### config.mk
export PLATFORM = sky130hd
export DESIGN_NAME = fifo_wr_arbiter
export DESIGN_NICKNAME = d
export VERILOG_FILES = /design/src/rtl/fifo_wr_arbiter.sv
export SDC_FILE = /design/constraint.sdc
export NUM_CORES = 1
export LEC_CHECK = 0
export CELL_PAD_IN_SITES_DETAIL_PLACEMENT = 1
export CELL_PAD_IN_SITES_GLOBAL_PLACEMENT = 1
export CORE_UTILIZATION = 29
export DETAILED_ROUTE_END_ITERATION = 8
export GPL_TIMING_DRIVEN = 0
export PLACE_DENSITY = 0.88
export SYNTH_ARGS = -nofsm -noshare
export SYNTH_HDL_FRONTEND = slang
export SYNTH_SLANG_ARGS = --single-unit
### constraint.sdc
create_clock -name clock -period 3.45 [get_ports clock]
set_input_delay 0.5175 -clock clock [delete_from_list [all_inputs] [get_ports clock]]
set_output_delay 0.5175 -clock clock [all_outputs]
set_load 0.02 [all_outputs]
### src/rtl/fifo_wr_arbiter.sv
// Round-robin arbiter sharing one sync-FIFO write port among NUM_REQ requesters,
// with credit tracking of FIFO occupancy and locked multi-beat bursts.
module fifo_wr_arbiter #(
    parameter int NUM_REQ    = 4,
    parameter int DATA_WIDTH = 8,
    parameter int FIFO_DEPTH = 16
) (
    input  logic                          clock,
    input  logic                          reset,
    input  logic [NUM_REQ-1:0]            req,
    input  logic [NUM_REQ-1:0]            req_lock,
    input  logic [NUM_REQ*DATA_WIDTH-1:0] req_data,
    input  logic                          rd_en,
    output logic [NUM_REQ-1:0]            gnt,
    output logic                          wr_en,
    output logic [DATA_WIDTH-1:0]         wr_data,
    output logic [$clog2(FIFO_DEPTH):0]   level,
    output logic                          full
);
    // Handshake: a requester holds req (and req_data) high; the beat transfers on
    // the posedge that ends a cycle in which its gnt bit is high. gnt never depends
    // on a same-cycle rd_en, only on the registered level.
    localparam int PW = (NUM_REQ > 1) ? $clog2(NUM_REQ) : 1;
    localparam int LW = $clog2(FIFO_DEPTH) + 1;

    typedef enum logic {ARB = 1'b0, LOCKED = 1'b1} state_t;

    state_t                  state, state_next;
    logic [PW-1:0]           rr_ptr, rr_ptr_next;
    logic [PW-1:0]           lock_owner, lock_owner_next;
    logic [PW-1:0]           gnt_idx;
    logic                    gnt_any;
    logic                    rd_take;
    logic [LW-1:0]           level_q;
    logic [DATA_WIDTH-1:0]   data_arr [NUM_REQ];

    assign level   = level_q;
    assign full    = (level_q == LW'(FIFO_DEPTH));
    assign rd_take = rd_en && (level_q != '0);

    always_comb begin
        for (int i = 0; i < NUM_REQ; i++) begin
            data_arr[i] = req_data[i*DATA_WIDTH +: DATA_WIDTH];
        end
    end

    always_comb begin
        int idx;
        idx             = 0;
        gnt             = '0;
        gnt_any         = 1'b0;
        gnt_idx         = '0;
        state_next      = state;
        rr_ptr_next     = rr_ptr;
        lock_owner_next = lock_owner;
        if (state == LOCKED) begin
            if (!req[lock_owner]) begin
                state_next = ARB;
            end else if (!reset && !full) begin
                gnt_any = 1'b1;
                gnt_idx = lock_owner;
                if (!req_lock[lock_owner]) state_next = ARB;
            end
        end else if (!reset && !full) begin
            for (int k = 0; k < NUM_REQ; k++) begin
                idx = int'(rr_ptr) + k;
                if (idx >= NUM_REQ) idx = idx - NUM_REQ;
                if (!gnt_any && req[PW'(idx)]) begin
                    gnt_any = 1'b1;
                    gnt_idx = PW'(idx);
                end
            end
            if (gnt_any) begin
                rr_ptr_next = (gnt_idx == PW'(NUM_REQ - 1)) ? '0 : gnt_idx + 1'b1;
                if (req_lock[gnt_idx]) begin
                    state_next      = LOCKED;
                    lock_owner_next = gnt_idx;
                end
            end
        end
        if (gnt_any) gnt[gnt_idx] = 1'b1;
    end

    always_ff @(posedge clock) begin
        if (reset) begin
            state      <= ARB;
            rr_ptr     <= '0;
            lock_owner <= '0;
            wr_en      <= 1'b0;
            wr_data    <= '0;
            level_q    <= '0;
        end else begin
            state      <= state_next;
            rr_ptr     <= rr_ptr_next;
            lock_owner <= lock_owner_next;
            wr_en      <= gnt_any;
            if (gnt_any) wr_data <= data_arr[gnt_idx];
            // Credit is taken at grant time so the in-flight write is already counted.
            if (gnt_any && !rd_take) begin
                level_q <= level_q + 1'b1;
            end else if (!gnt_any && rd_take) begin
                level_q <= level_q - 1'b1;
            end
        end
    end
endmodule
Yosys cells after proc, flatten, opt, wreduce, memory -nomap -nowiden
Cells that the tools add are included.
- flip-flop bits (word level): 19
- bits in latches: 0
- RAM bits: 0
- bits in read-only memories: 0
- output and inout bits: 19
- logic and storage cells: 124
- memories: 0
- $add $sub $neg: 10
- multiply operators: 0
- div/mod/pow operators: 0
- order comparisons: 13
- eq/ne operators: 2
- shift operators: 0
- multiplexer cells: 72
- bitwise logic cells: 2
- reduce and logical (&&, ||, !) cells: 19
- operators with widths (kind ; count):
    $mux 2 ; 23
    $mux 1 ; 35
    $bmux 8 s2 ; 1
    $lt 2x4->1 const B ; 4
    $mux 8 ; 2
    $bmux 1 s2 ; 7
    $ge 3x3->1 const B ; 4
    $mux 5 ; 2
    $lt 2x3->1 const B ; 3
    $logic_and 1x1->1 ; 8
    $sub 2x1->2 const B ; 4
    $logic_not 1->1 ; 7
    $add 2x2->3 const B ; 2
    $add 5x1->5 const B ; 1
    $eq 5x5->1 const B ; 1
    $reduce_bool 5->1 ; 1
    $sub 5x1->5 const B ; 1
    $mux 4 ; 1
    $reduce_and 4->1 ; 1
    $add 2x1->3 const B ; 1
    $ge 2x3->1 const B ; 1
    $not 2->3 ; 1
    $reduce_and 3->1 ; 1
    $add 2x1->2 const B ; 1
    other kinds (5) ; 5

Logic depth before layout (Yosys ltp)
Gate-level depths: netlist (run 1).
- word-level depth: 33
- gate-level depth with buffers: 13
- mapped depth without buffers: 13

Worst setup path after synthesis (run 1)
Ideal clock, no wire load.
- path kind: register to register
- start point: reg level_q[0], in the netlist level[0]
- end point: reg level_q[4], in the netlist level[4]
- setup time: 0.070 ns
- data arrival time: 2.731 ns
- required time: 3.380 ns
- setup slack: 0.649 ns
- cell stages (with the launch flop): 13
- cells stage by stage: dfxtp_1 nor4_1 a21oi_2 o31ai_1 inv_1 ha_1 inv_1 ha_1 a21o_1 a21oi_1 xnor2_1 or3_1 a21oi_1
- word-level cells in the longest chain between the ends: 9
- ends and longest elaborated chain (what ; line ; RTL):
    from (decl) ; 34 ; logic [LW-1:0] level_q;
    from (signal assigned) ; 100 ; level_q <= level_q + 1'b1;
    from (signal assigned) ; 102 ; level_q <= level_q - 1'b1;
    $eq 5x5->1 * ; 38 ; assign full = (level_q == LW'(FIFO_DEPTH));
    $logic_not 1->1 * ; 59, 64 ;
    $logic_and 1x1->1 * ; 59, 64 ;
    $mux 1 ; 59 ; end else if (!reset && !full) begin
    $mux 1 ; 57 ; if (!req[lock_owner]) begin
    $mux 1 * ; 56 ; if (state == LOCKED) begin
    via gnt_any ; 32 ; logic gnt_any;
    $logic_not 1->1 ; 101 ; end else if (!gnt_any && rd_take) begin
    $logic_and 1x1->1 ; 101 ;
    $reduce_bool 2->1 (no source line) ; - ;
The timed path passes the listed nets; every way through them passes the cells marked *. The select of a mux whose other input is x is not followed.
A chain may end at the register's enable or synchronous reset.

Final worst setup path (run 1)
- start point: in req[1]
- end point: out gnt[3]
- word-level cells in the longest chain between the ends: 28
- ends and longest elaborated chain (what ; line ; RTL):
    from (decl) ; 10 ; input logic [NUM_REQ-1:0] req,
    $bmux 1 s2 ; 68 ; if (!gnt_any && req[PW'(idx)]) begin
    $mux 1 (not written as such) (2 in a row) ; 68 ;
    $mux 1 ; 68 ;
    $mux 1 ; 64 ; end else if (!reset && !full) begin
    $mux 1 ; 56 ;
    $logic_not 1->1 ; 68 ;
    $logic_and 1x1->1 ; 68 ;
    $mux 1 ; 68 ;
    [... 11 more ...] ; - ;
    $mux 2 ; 56 ;
    $mux 2 ; 64 ;
    $mux 2 ; 56 ;
    $lt 2x3->1 (not written as such) or $ge 2x1->1 (tied branches) ; 81 ; if (gnt_any) gnt[gnt_idx] = 1'b1;
    $logic_and 1x1->1 (not written as such) ; 81 ;
    $mux 1 (not written as such) ; 81 ;
    $demux 1 s2 ; 81 ;
    $mux 4 * ; 81 ;
    to (decl) ; 14 ; output logic [NUM_REQ-1:0] gnt,
Mark *: on every way between the ends. The rest lies on a longest branch, timed or not. The select of a mux whose other input is x is not followed.

==> results by stage, run 1 <==
Worst setup path:
- The setup path with the least slack is of type input port to output port.
- The reg-to-reg startpoint is level[0].
- The destination of the worst register-to-register timing path is level[4].
- Setup slack on the worst reg-to-reg path comes out at 0.34 ns.
- In this run the worst setup path begins at req[1].
- Measured in cells, the most critical reg-to-reg path has a length of 12.
- STA classifies the critical path endpoint as an output port.
- The largest fanout on the critical path is 8.
- The critical path launch point type is an input port.
- The data arrival time at the worst-slack endpoint is 2.78 ns.
- The most critical setup path has its endpoint at gnt[3].
- At the worst endpoint, the required time is 2.93 ns.

CTS:
- CTS placed an instance of sky130_fd_sc_hd__clkbuf_8 at the clock tree root.
- The post-CTS setup buffer count is 0.
- CTS saw 19 sinks.
- The number of clock buffers added by TritonCTS is 3.
- The count of H-tree levels built during CTS is 1.
- After clock tree synthesis, the clock-pin slew on the worst setup and hold paths is 0.07 ns.
- Counting along the longest clock path gives a buffer depth of 2.
- The later pin in the worst-skew pair is clocked with a latency of 0.25 ns.
- TritonCTS built the clock tree.

Logic synthesis:
- In the post-synthesis netlist, the biggest area contributors are sky130_fd_sc_hd__dfxtp_1 (29%), sky130_fd_sc_hd__mux2i_1 (16%), sky130_fd_sc_hd__nor2_1 (5.1%).
- Each instance of the synthesized netlist takes up on average 8.97 um^2.
- The number of flops mapped to enable cells by yosys is 0.
- The synthesized netlist occupies a cell area of 1330 um^2.
- The synthesized design devotes to its leading area cell type 28.7% of total area.
- Counting flops with an async set or reset pin after synthesis yields a share of 0%.
- In the synthesized netlist, the number of instances is 148.
- In this run, distinct cell masters in the synthesized netlist total 43.
- The number of warnings issued by yosys is 0.
- Synthesis produced a netlist with a net count of 197.
- The synthesized design spends more area on one cell type than any other, namely sky130_fd_sc_hd__dfxtp_1.
- The sequential share of the synthesized area is 28.7%.
- The most used flip-flop cell after synthesis is sky130_fd_sc_hd__dfxtp_1.
- The total of flip-flops plus latches after synthesis is 19.

Placement:
- The number of buffer cells added on primary ports is 61.
- Once detailed placement completed, the half-perimeter wirelength came to 3.16 mm.
- The final estimated routing congestion in global placement is 0.743.
- Before CTS, the worst setup slack after placement is -0.328 ns.

Global routing:
- The global-route wire length before repair is 6.59 mm.
- Summed over all layers, the global routing overflow is 0.
- The overall fraction of global-route tracks in use is 16.7%.
- The number of global-route vias before repair was 1403.
- The initial antenna violation count is 0.
- Entering global routing, the biggest net connects 12 pins.

Floorplanning:
- The area of the core region is 4380 um^2.
- The die area is 4850 um^2.
- In this run the horizontal extent of the chip is 69.7 um.
- The floorplan step set the die height to 69.7 um.
- The boundary pin count is 62.
- The number of rows created at floorplan is 24.
- The initial core utilization is 30.3%.

Detailed routing:
- The iteration-0 DRC count of the detailed router is 60.
- The pre-antenna-repair detailed-routing pass consisted of 4 iterations.
- The final antenna-violating net count is 0.
- The total via count after detailed routing is 1369.
- The via count normalized by instance count is 5.17.
- The residual DRC count is 0.
- The total length of routed wires is 4.07 mm.
- The routed length per instance is 15.3 um.

Layout:
- The most frequent standard cell in the layout excluding fill and tap cells is sky130_fd_sc_hd__clkdlybuf4s50_1.
- Cells with a size suffix above 1 make up 9.86% of the layout.
- The library cells used most frequently in the layout, excluding fill and tap cells, are sky130_fd_sc_hd__clkdlybuf4s50_1 (57), sky130_fd_sc_hd__mux2i_1 (21), sky130_fd_sc_hd__dfxtp_1 (19).
- The repair_antennas step left the layout with diodes totalling 0.
- Fill cells in the final layout number 527.
- The final layout contains 263 nets.
- The relative area change from synthesis to final layout is 57.4%.

STA:
- Setup violations remaining at the end of the flow were counted as 0.
- At the pin with the least slew margin, the transition time is 0.613 ns.
- The routed design could run at a clock period as short as 3.30 ns.
- In this run the tightest slew margin relative to its limit is 58.8%.
- The final clock skew is 0.000696 ns.
- Timing would allow up to 303 MHz.
- The smallest hold slack is 0.501 ns.
- The final worst-path cycle share is 95.5%.
- The count of endpoints failing hold in the final timing report came to 0.
- The total count of max-transition violations in the final report was 0.
- Across all setup checks in the final design, the least slack found is 0.155 ns.

Hold path:
- The worst hold path begins at wr_data[4].
- The worst min-delay path category is flop to flop.

Pwr:
- The worst ir drop on vdd is 398 uV.
- Per report_power, the sequential group accounts for 26.7% of the total.
- The relative contribution of combinational cells to total power is 62.4%.
- The analysis attributes to cell leakage a power of 0.879 nW.
- The total internal power is 818 uW.
- Of the total power, the share spent switching nets is 42.7%.
- The clock share of power is 11.0%.
- For this design the ratio of total power to cell area is 684 nW/um^2.
- The analysis attributes to net switching a power of 610 uW.

Outcome:
- The run finished with clean final reports.

Flow run:
- Max-cap violations in this run came to 0.
[through the flow]
stage	utilization, %	TNS, ns	area [um^2]	power [mW]	cells
2_1_floorplan	-	0	1330	0.957	148
6_report	47.7	0	2090	1.43	265
3_5_place_dp	45.7	-0.670	2000	1.27	261
5_1_grt	47.7	-0.00485	2090	1.55	265
4_1_cts	46.9	0	2060	1.44	265
3_3_place_gp	45.7	-0.559	2000	1.25	261
[kinds of logic (layout without fill, tap and decap cells)]
group / count (synthesis) / after routing / share of synthesized area [%]
and+or+nand+nor: 46 / 46 / 17.6
AOI/OAI and AO/OA: 36 / 36 / 20.5
muxes: 24 / 24 / 19.2
DFF: 19 / 19 / 28.7
buffers and inverters: 13 / 78 / 5.09
adders and majority gates: 6 / 6 / 6.22
xor gates and xnor gates: 4 / 4 / 2.64
[synth_stat cells (2+ instances only)]
library cell,n
sky130_fd_sc_hd__nand3_1,5
sky130_fd_sc_hd__xnor2_1,2
sky130_fd_sc_hd__dfxtp_1,19
sky130_fd_sc_hd__inv_1,6
sky130_fd_sc_hd__mux2i_1,21
sky130_fd_sc_hd__a21o_1,2
sky130_fd_sc_hd__a211o_1,3
sky130_fd_sc_hd__mux2_1,2
sky130_fd_sc_hd__o221ai_1,5
sky130_fd_sc_hd__o22ai_1,2
sky130_fd_sc_hd__nor4_1,2
sky130_fd_sc_hd__a21oi_1,11
sky130_fd_sc_hd__nand2_1,10
sky130_fd_sc_hd__ha_1,5
sky130_fd_sc_hd__a32o_1,3
sky130_fd_sc_hd__buf_2,2
sky130_fd_sc_hd__xor2_1,2
sky130_fd_sc_hd__and2_1,3
sky130_fd_sc_hd__buf_6,2
sky130_fd_sc_hd__nor2_1,18
[how the worst min path moves through the flow]
stage | endpoint | slack, ns | cells after the start
floorplan | lock_owner[0] | 0.51 | 2
global placement | wr_data[0] | 0.46 | 2
detailed placement | wr_data[6] | 0.48 | 2
CTS | wr_data[6] | 0.51 | 2
global route | wr_data[4] | 0.53 | 1
finish | wr_data[4] | 0.50 | 1
[worst max-delay path, cell delays in order]
cell and delay [ns]:
sky130_fd_sc_hd__clkdlybuf4s50_1 0.59, sky130_fd_sc_hd__a21boi_1 0.22, sky130_fd_sc_hd__o221ai_2 0.21, sky130_fd_sc_hd__o22ai_1 0.27, sky130_fd_sc_hd__nand2_2 0.18, sky130_fd_sc_hd__nor2_1 0.16
sky130_fd_sc_hd__clkdlybuf4s50_1 0.62
[metal layers]
| metal | track usage [%] | wire length [um] |
|---|---|---|
| met4 | 3.78 | 17 |
| met3 | 2.47 | 160 |
| met1 | 20.7 | 1820 |
| met2 | 30.5 | 2070 |
| met5 | 0 | 0 |
[registers in the layout, summed over array words and instances (netlist names)]
| signal | count |
|---|---|
| lock_owner | 2 |
| wr_data | 8 |
| state | 1 |
| wr_en | 1 |
| level | 5 |
| rr_ptr | 2 |
[power by group through the flow]
| stage | clock network [mW] | registers [mW] | logic (mW) |
|---|---|---|---|
| finish | 0.157 | 0.381 | 0.891 |
| global route | 0.171 | 0.394 | 0.980 |
| CTS | 0.162 | 0.382 | 0.895 |
| detailed placement | 0 | 0.385 | 0.889 |
| global placement | 0 | 0.382 | 0.869 |
| floorplan | 0 | 0.449 | 0.507 |
[cell type report]
class	instances	area [um^2]	share of cell area, %
Clock buffer	3	41.3	1.98
Inverter	7	26.3	1.26
Multi-Input combinational cell	116	913	43.7
Buffer	6	41.3	1.98
Tap cell	52	65.1	3.11
Sequential cell	19	380	18.2
Timing Repair Buffer	61	617	29.5
Clock inverter	1	5.00	0.240
[what timing repair did]
action / in CTS / in global routing
resized for setup: 3 / 7
pin swaps: 0 / 1
setup endpoints to repair: 2 / 4
hold buffers: 0 / 0
Note: power is estimated with default switching activity, not from simulation.
==> run 2, diff against run 1 <==
--- a/config.mk
+++ b/config.mk
@@ -7,10 +7,11 @@
 export LEC_CHECK = 0
 export CELL_PAD_IN_SITES_DETAIL_PLACEMENT = 1
 export CELL_PAD_IN_SITES_GLOBAL_PLACEMENT = 1
-export CORE_UTILIZATION = 29
+export CORE_UTILIZATION = 26
 export DETAILED_ROUTE_END_ITERATION = 8
 export GPL_TIMING_DRIVEN = 0
-export PLACE_DENSITY = 0.88
+export PLACE_DENSITY = 0.84
 export SYNTH_ARGS = -nofsm -noshare
 export SYNTH_HDL_FRONTEND = slang
 export SYNTH_SLANG_ARGS = --single-unit
+export TNS_END_PERCENT = 50
==> constraint.sdc (replaced) <==
create_clock -name clock -period 2.8 [get_ports clock]
set_input_delay 0.42 -clock clock [delete_from_list [all_inputs] [get_ports clock]]
set_output_delay 0.42 -clock clock [all_outputs]
set_load 0.02 [all_outputs]
==> results by stage, run 2 (synthesis gave the netlist of run 1 again) <==
STA:
- The count of endpoints failing hold in the final timing report is 0 (unchanged).
- The final clock skew is 0.00790 ns (+0.00720 ns).
- The setup-violating endpoint count in the final report came to 0 (unchanged).
- The final worst setup slack was 0.145 ns (-0.00919 ns).
- The summed negative setup slack over all endpoints was 0 ns (unchanged).
- The smallest hold slack came to 0.499 ns (-0.00192 ns).
- The worst slew slack as a fraction of its limit is 73.8% (+15 points).
- The slew at the pin closest to its max-slew limit is 0.393 ns (-0.220 ns).
- Counting I/O delays and the setup requirement, the final critical path takes 2.65 ns.
- Based on the critical path, the design can be clocked at up to 377 MHz.
- The total count of max-transition violations in the final report is 0 (unchanged).
- Dividing the final minimum period by the clock period gives 94.8%.

Layout:
- The relative area change from synthesis to final layout is 62.8%.
- The diode insertion count for antenna repair is 0 (unchanged).
- The fraction of layout instances using a drive strength above 1 is 16.7% (+6.8 points).
- The final net count came to 266 (+1.1%).
- Ranked by flip-flop count, first place goes to wr_data.
- In the layout the commonest cells are sky130_fd_sc_hd__clkdlybuf4s50_1 (53), sky130_fd_sc_hd__mux2i_1 (21), sky130_fd_sc_hd__dfxtp_1 (18).
- The post-layout instance area came to 2160 um^2 (+3.4%).
- The flip-flop count of the largest register after layout came to 8 (unchanged).
- The most frequent standard cell in the layout excluding fill and tap cells is sky130_fd_sc_hd__clkdlybuf4s50_1.
- The number of fill cells in the layout came to 568 (+7.8%).

Hold path:
- The path class of the tightest hold or removal check is flop to flop.
- The start point of the worst hold path is wr_data[7].

CTS:
- The clock latency at the later pin of the worst-skew pair is 0.26 ns (about the same).
- The TritonCTS buffer count is 3 (unchanged).
- The clock tree from TritonCTS is yes.
- The TritonCTS sink count is 19 (unchanged).
- The count of H-tree levels built during CTS is 1 (unchanged).
- The clock-pin transition on the worst setup and hold timing paths is 0.08 ns (about the same).
- The library cell used as clock root buffer is sky130_fd_sc_hd__clkbuf_8.
- The maximum clock insertion buffer count is 2 (unchanged).

Floorplanning:
- The boundary pin count was 62 (unchanged).
- The vertical extent of the die is 73.5 um (+5.4%).
- The initial core utilization is 27.6% (-2.7 points).
- The die area is 5400 um^2 (+11%).
- The area of the core region came to 4820 um^2 (+9.9%).
- The horizontal die dimension is 73.5 um (+5.4%).
- The number of rows created at floorplan is 25 (+4.2%).

Global routing:
- The maximum number of pins on one net before global-route repair is 12 (unchanged).
- The overall fraction of global-route tracks in use came to 15.6% (-1.2 points).
- The initial antenna violation count is 0 (unchanged).
- The global-route wire length before repair was 6.31 mm (-4.2%).
- The number of global-route vias before repair is 1336 (-4.8%).
- The overflow left after global routing came to 0 (unchanged).

Placement:
- The post-DP HPWL is 3.18 mm (+0.72%).
- The pre-CTS setup slack is -0.857 ns (-0.528 ns).
- The number of buffer cells added on primary ports is 61 (unchanged).
- The final estimated routing congestion in global placement is 0.777 (+4.6%).
- The placed standard-cell area is 2030 um^2 (+1.2%).

Worst setup path:
- The type of the worst setup path is flop to output port.
- In this run the worst setup path begins at rr_ptr[0].
- The endpoint class of the critical path is an output port.
- The endpoint required time on the critical path is 2.38 ns (-0.55 ns).
- The reg-to-reg setup timing slack is 0.25 ns (-0.09 ns).
- The reg-to-reg startpoint is lock_owner[0].
- The data arrival time at the worst-slack endpoint is 2.23 ns (-0.55 ns).
- The largest fanout on the critical path was 10 (+2).
- The critical path launch point type is a flop.

Detailed routing:
- The detailed-routing iteration count for the pre-antenna-repair pass is 4 (unchanged).
- The total length of routed wires is 4.17 mm (+2.4%).
- The routed length per instance is 14.7 um (-4.1%).
- The total via count after detailed routing is 1359 (-0.73%).
- The via count normalized by instance count was 4.80 (-7.0%).
- The final antenna-violating net count is 0 (unchanged).
- The iteration-0 DRC count of the detailed router is 20 (-67%).
- The residual DRC count came to 0 (unchanged).

Flow run:
- The max-capacitance violation count is 0 (unchanged).

Outcome:
- The run finished with clean final reports.

Pwr:
- The power per standard cell area is 861 nW/um^2 (+26%).
- The static power due to leakage is 0.869 nW (-1.2%).
- The worst ir drop on vdd is 536 uV (+35%).
[run 2: cell types whose count changed in the layout (fill, tap and decap cells not counted), moves of 2 or more]
cell and delta:
sky130_fd_sc_hd__clkdlybuf4s50_1 -4, sky130_fd_sc_hd__buf_4 +3, sky130_fd_sc_hd__clkbuf_2 +3, sky130_fd_sc_hd__dlymetal6s2s_1 -3, sky130_fd_sc_hd__clkdlybuf4s15_1 +2, sky130_fd_sc_hd__dlygate4sd2_1 +2
sky130_fd_sc_hd__inv_1 -2, sky130_fd_sc_hd__inv_2 +2, sky130_fd_sc_hd__nor2_1 -2, sky130_fd_sc_hd__nor2_2 +2, sky130_fd_sc_hd__nor4_4 +2
[run 2: path summary, 6_finish.rpt]
kind                                   end  depth (start not counted)
worst max-delay path                gnt[0]                          8
worst min register to register  wr_data[7]                          2
worst min-delay path            wr_data[7]                          2
worst max register to register    level[4]                         12
[run 2: per-layer routing]
metal / share of wire [%] / vias to the layer above / wire length, um / global-route usage [%]
met3: 5.4 / 2 / 223 / 4.66
met2: 50 / 29 / 2080 / 27.3
li1: - / 686 / - / -
met4: 0.46 / 0 / 19 / 2.56
met1: 44 / 642 / 1850 / 19.0
met5: 0 / - / 0 / 0
[run 2: critical path, cell delays in order, from the launching register on]
cell and delay, ns:
sky130_fd_sc_hd__dfxtp_1 0.40, sky130_fd_sc_hd__and2b_1 0.20, sky130_fd_sc_hd__a311oi_1 0.33, sky130_fd_sc_hd__o32a_1 0.23, sky130_fd_sc_hd__buf_6 0.15, sky130_fd_sc_hd__nor3_4 0.06
sky130_fd_sc_hd__buf_6 0.17, sky130_fd_sc_hd__nor2_1 0.12, sky130_fd_sc_hd__clkdlybuf4s15_1 0.32
[run 2: area by class of cell]
cell class	count	area (um^2)	share of cell area [%]
Clock inverter	1	5.00	0.232
Clock buffer	3	41.3	1.91
Timing Repair Buffer	64	614	28.4
Inverter	7	26.3	1.22
Buffer	6	41.3	1.91
Tap cell	67	83.8	3.88
Sequential cell	19	384	17.8
Multi-Input combinational cell	116	965	44.6
[run 2: repair_timing]
action                     in CTS  in global routing
hold buffers                    0                  0
setup endpoints to repair       8                  3
gates resized for setup        19                 15
buffers inserted                2                  1
pin swaps                       4                  4
[run 2: where the power goes]
group / switching, mW / internal [mW] / leakage (nW)
combinational: 0.584 / 0.589 / 0.685
sequential: 0.120 / 0.372 / 0.158
clock: 0.0954 / 0.0991 / 0.0255
total: 0.800 / 1.06 / 0.869
[run 2: per-stage QoR]
step,utilization [%],power [mW],instances
after global placement,42.1,1.55,276
after floorplan,-,1.19,148
after detailed placement,42.1,1.58,276
after global routing,44.9,2.01,283
final,44.9,1.86,283
after CTS,44.4,1.85,282
